<file path="src/rtl/riscv_zero_mem_arbiter.sv">
// ----------------------------------------------------------------------------
// riscv_zero_mem_arbiter
//
// Shares one single-port RAM between the fetch stage (32-bit reads) and the
// load/store unit (64-bit reads and writes). The pipeline has three stages:
//   T   : combinational grant, at most one transaction per cycle
//   T+1 : issue, the registered mem_* outputs drive the RAM
//   T+2 : response, the RAM read data is returned with a one-cycle rvalid
// Responses therefore return in issue order with a fixed two-cycle latency.
//
// Handshake: a requester raises req with a stable address (and, for data,
// we/wdata). It holds them until it sees gnt high in the same cycle. The
// transaction is accepted on that clock edge. Read data is returned two
// cycles after gnt, qualified by a single-cycle rvalid. Writes return nothing.
//
// Ports:
//   clk, reset               clock, synchronous active-high reset
//   if_req/if_addr           fetch read request
//   if_flush                 drop fetch responses granted before this cycle
//   if_gnt/if_rvalid/if_rdata fetch grant and response
//   d_req/d_we/d_addr/d_wdata data request (read or write)
//   d_gnt/d_rvalid/d_rdata   data grant and response
//   mem_write_enable/mem_address/mem_data_in  RAM issue-stage outputs
//   mem_data_out             RAM read data, valid one cycle after the address
//
// Parameters:
//   MAX_DATA_RUN  contended data grants allowed before fetch is forced (1..15)
//   ADDR_W        address width on all ports
// ----------------------------------------------------------------------------
module riscv_zero_mem_arbiter #(
  parameter int MAX_DATA_RUN = 4,
  parameter int ADDR_W       = 64
) (
  input  logic              clk,
  input  logic              reset,

  input  logic              if_req,
  input  logic [ADDR_W-1:0] if_addr,
  input  logic              if_flush,
  output logic              if_gnt,
  output logic              if_rvalid,
  output logic [31:0]       if_rdata,

  input  logic              d_req,
  input  logic              d_we,
  input  logic [ADDR_W-1:0] d_addr,
  input  logic [63:0]       d_wdata,
  output logic              d_gnt,
  output logic              d_rvalid,
  output logic [63:0]       d_rdata,

  output logic              mem_write_enable,
  output logic [ADDR_W-1:0] mem_address,
  output logic [63:0]       mem_data_in,
  input  logic [63:0]       mem_data_out
);

  localparam logic [3:0] RUN_MAX = 4'(MAX_DATA_RUN);

  // High during the first cycle after reset is released. Grants are held off
  // for that cycle so the pipeline restarts from a clean issue stage.
  logic       reset_q;
  // Consecutive contended cycles that data has won.
  logic [3:0] run_cnt;
  // In-flight read markers: issue stage and response stage.
  logic       iss_if;
  logic       iss_d;
  logic       rsp_if;
  logic       rsp_d;

  logic       grant_ok;
  logic       force_fetch;

  // --------------------------------------------------------------------------
  // Grant: data wins unless fetch is waiting and data has used its run.
  // --------------------------------------------------------------------------
  always_comb begin
    grant_ok    = ~reset & ~reset_q;
    force_fetch = (run_cnt == RUN_MAX);
    d_gnt       = grant_ok & d_req & ~(if_req & force_fetch);
    if_gnt      = grant_ok & if_req & ~d_gnt;
  end

  // --------------------------------------------------------------------------
  // Issue and response stages.
  // --------------------------------------------------------------------------
  always_ff @(posedge clk) begin
    if (reset) begin
      reset_q          <= 1'b1;
      run_cnt          <= 4'd0;
      iss_if           <= 1'b0;
      iss_d            <= 1'b0;
      rsp_if           <= 1'b0;
      rsp_d            <= 1'b0;
      mem_write_enable <= 1'b0;
      mem_address      <= '0;
      mem_data_in      <= '0;
    end else begin
      reset_q <= 1'b0;

      // Starvation bound: count only data grants that made fetch wait.
      if (if_gnt || !if_req) begin
        run_cnt <= 4'd0;
      end else if (d_gnt && run_cnt != RUN_MAX) begin
        run_cnt <= run_cnt + 4'd1;
      end

      // A fetch granted in the flush cycle belongs to the new pc and is kept;
      // only the fetch already in the issue stage is dropped.
      iss_if <= if_gnt;
      iss_d  <= d_gnt & ~d_we;
      rsp_if <= iss_if & ~if_flush;
      rsp_d  <= iss_d;

      mem_write_enable <= d_gnt & d_we;
      if (d_gnt) begin
        mem_address <= d_addr;
        // Write data is held between writes rather than cleared.
        if (d_we) begin
          mem_data_in <= d_wdata;
        end
      end else if (if_gnt) begin
        mem_address <= if_addr;
      end
    end
  end

  // --------------------------------------------------------------------------
  // Responses: RAM data is presented directly. A flush in the response cycle
  // also kills that cycle's fetch response, and reset silences both.
  // --------------------------------------------------------------------------
  always_comb begin
    if_rvalid = rsp_if & ~if_flush & ~reset;
    d_rvalid  = rsp_d & ~reset;
    if_rdata  = mem_data_out[31:0];
    d_rdata   = mem_data_out;
  end

endmodule

</file>
<file path="config.mk">
export PLATFORM = sky130hd
export DESIGN_NAME = riscv_zero_mem_arbiter
export DESIGN_NICKNAME = d
export VERILOG_FILES = /design/src/rtl/riscv_zero_mem_arbiter.sv
export SDC_FILE = /design/constraint.sdc
export NUM_CORES = 1
export LEC_CHECK = 0
export CORE_AREA = 2 2 189 191
export DETAILED_ROUTE_END_ITERATION = 16
export DIE_AREA = 0 0 191 193
export DONT_BUFFER_PORTS = 1
export PLACE_DENSITY = 0.3
export SKIP_LAST_GASP = 1
export SLEW_MARGIN = 30
export SYNTH_ARGS = -nofsm -noshare
export SYNTH_HDL_FRONTEND = slang
export SYNTH_SLANG_ARGS = --single-unit
</file>
<file path="constraint.sdc">
create_clock -name clk -period 1.7 [get_ports clk]
set_input_delay 0.34 -clock clk [delete_from_list [all_inputs] [get_ports clk]]
set_output_delay 0.34 -clock clk [all_outputs]
set_load 0.01 [all_outputs]
</file>
==> results.cfg <==
[floorplan]
dieArea_um2 = 36900
die_h_um = 193
rows = 69
ioPinCount = 491
core-area_um2 = 35000
start_util_pct = 17.9
die_width_um = 191

[final_layout]
area_delta_synth_final_pct = 37.1
num-fill-cells = 3669
drive_gt1_share_pct = 36.6
nets = 838
layout.cells.non_filler = 1049
final_util_pct = 24.6

[synth]
synthArstFlopShare_pct = 0
netlist.area_leader.share_pct = 44.1
syn_nets = 844
synthesis.area_um2 = 6260
netlist_top_cells_count = dfxtp_1, buf_4, nor2b_1
yosysTopAreaCell = dfxtp_1
ys.flop_type = dfxtp_1
synthCells = 580
synth.area.top_cells = dfxtp_1, buf_4, mux2_2, mux2i_1, o2bb2ai_1
ys_seq_area_share_pct = 44.1
synth-edff-count = 0
syn_avg_cell_area_um2 = 10.8
ys_ff_latch = 138
synth.most_common_cell = dfxtp_1
synth_cell_type_count = 32
yosys_warnings = 0

[power_and_ir_drop]
leakage_uw = 0.00325
comb_power_share_pct = 10.4
cellPowerDensity_nw_per_um2 = 959
clock_power_share_pct = 45.7
sw_frac_of_total_pct = 26.4
fin_total_pwr_uw = 8240
pwr-share-seq_pct = 43.9
p_int_uw = 6060
switchingPower_uw = 2180
peakVddDrop_mv = 0.706

[outcome]
violations = setup timing
status = finished, violations left

[cts]
cts_buffers = 17
clock-sinks = 138
tritoncts = built
clk_path_buf_depth = 2
worstSkewPairLatency_ns = 0.44
clk_pin_slew_worst_paths_ns = 0.06
htreeDepth = 4
root_buffer = clkbuf_16

[global_route]
grt_pass1_wl_mm = 28.2
antenna_found_initial = 3
grt_pass1_vias = 4558
grt_util_all_layers_pct = 10.8
grt.overflow.total = 0
grt_max_degree = 73

[critical_path]
cpPeakStageDelay_ns = 0.32
crit_type = flip-flop to primary output
cp.arrival_ns = 1.43
worstPathMaxFanout = 2
required_ns = 1.36
cp_top_family = flip-flops
rr_endpoint = mem_address[42]
cpMaxStageDelayCell = dfxtp_2
ff2ff_setup_slack_ns = -0.07
r2r_cells = 9
crit_buf_inv = 3
startpoint_type = flip-flop
crit_chain = inv_2 > ha_4 > buf_6 > nand3b_1 > a21oi_2 > buf_4
critPathCaptureType = primary output
timing.rr.start = run_cnt[0]

[placement]
dpl_worst_slack_ns = -0.0757
port_buffers = 0
dp_hpwl_mm = 14.4
place_inst = 931
gp_congestion = 0.759

[timing]
worst_slew_pin_slew_ns = 0.659
max_slew_margin_pct = 55.9
drv_slew = 0
period_minus_slack_ns = 1.77
finalSetupViolations = 65
period_share_pct = 104
hold_violations = 0
fmax_mhz = 564
hold_slack_ns = 0.0445
skew_ns = 0.0104
rsz0062_at_grt = true
worst_slack_ns = -0.0730

[drt]
drt_iter0_markers = 86
viasPerCell = 4.14
dr_total_vias = 4340
post-route-drc-count = 0
drt-wirelength-per-cell_um = 21.8
postRouteAntennaNets = 0
wl_mm = 22.8
dr.pass1.iters = 4

[run]
max_cap_violations = 0

[hold_path]
hp-class = primary input to flip-flop
holdPathEnd = mem_data_in[27]
hp-start = d_wdata[27]
whs_path_depth = 1
-- stage by stage --
step	TNS, ns	area (µm²)
final	-3.01	8590
after detailed placement	-3.47	6230
after CTS	-1.75	7560
after global placement	-0.00661	6230
after global routing	-8.87	8590
after floorplan	0	6270
-- state kept, by name, indices dropped and copies added, names as in the netlist --
name,cells
reset_q,1
iss_d,1
mem_data_in,64
rsp_if,1
mem_address,64
iss_if,1
rsp_d,1
run_cnt,4
mem_write_enable,1
-- metal layers --
| metal | global-route usage (%) | up-vias | wire, µm |
|---|---|---|---|
| li1 | - | 1927 | - |
| met1 | 9.73 | 2052 | 7730 |
| met2 | 19.2 | 310 | 11800 |
| met3 | 5.25 | 49 | 2530 |
| met4 | 7.13 | 2 | 792 |
| met5 | 0 | - | 11 |
-- how the worst max path moves through the flow --
stage	slack [ns]	startpoint	end	depth (start not counted)
detailed placement	-0.08	run_cnt[0]	mem_address[61]	7
global placement	-0.001	run_cnt[0]	mem_address[51]	7
CTS	-0.12	run_cnt[1]	if_gnt	6
global route	-0.16	run_cnt[1]	if_gnt	6
floorplan	0.02	run_cnt[0]	mem_address[0]	8
finish	-0.07	run_cnt[0]	if_gnt	6
-- cell usage in the layout (no fill, tap or decap), drive strengths merged, types with 2 or more instances in the layout --
| cell | n |
|---|---|
| buf | 38 |
| nor3 | 6 |
| bufinv | 2 |
| inv | 8 |
| a21oi | 4 |
| clkinvlp | 3 |
| dlygate4sd3 | 61 |
| clkinv | 6 |
| or3b | 2 |
| o2bb2ai | 58 |
| nor3b | 4 |
| o21ai | 4 |
| a311oi | 6 |
| mux2 | 64 |
| mux2i | 58 |
| a211oi | 3 |
| dfxtp | 138 |
| nand2 | 14 |
| nor2b | 66 |
| clkbuf | 28 |
| ha | 2 |
| nand3 | 4 |
-- area by class of cell --
class                      count  area [µm²]  share of cell area [%]
tap                          461         577                    6.71
timing repair buffer         108        1340                    15.6
clock inverter                13         145                    1.69
multi-input combinational    303        3290                    38.3
antenna                        1        2.50                  0.0291
sequential                   138        2770                    32.2
clock buffer                  19         433                    5.04
inverter                       6        27.5                   0.320
-- logic make-up after synthesis --
logic type      synth area share (%)
mux                             20.8
fa+ha+maj                      0.399
simple gates                    9.95
buf+inv                         14.7
flops                           44.1
compound gates                  10.1
-- power by group through the flow --
stage,Sequential [µW],Clock (µW),Combinational (µW)
after global routing,3640,4030,916
after detailed placement,3690,0,440
after global placement,3690,0,416
after CTS,3620,3920,604
after floorplan,3630,0,588
final,3620,3770,854
-- what timing repair did --
item | 4_1_cts | 5_1_grt
resized for setup | 17 | 130
pin swaps | 6 | 16
hold endpoints to repair | 63 | 5
hold buffers | 56 | 5
setup endpoints to repair | 106 | 118
gates cloned | 3 | 11
buffers inserted | 8 | 2
-- worst register-to-register path: cells and delay by family (launching register included) --
| family | cells | cell delay, ns |
|---|---|---|
| adder cells (fa/ha/maj) | 1 | 0.15 |
| buffers and inverters | 5 | 0.65 |
| flip-flops | 1 | 0.33 |
| AO/OA/AOI/OAI | 2 | 0.29 |
| AND/OR/NAND/NOR | 1 | 0.25 |
Note: power is estimated with default switching activity, not from simulation.
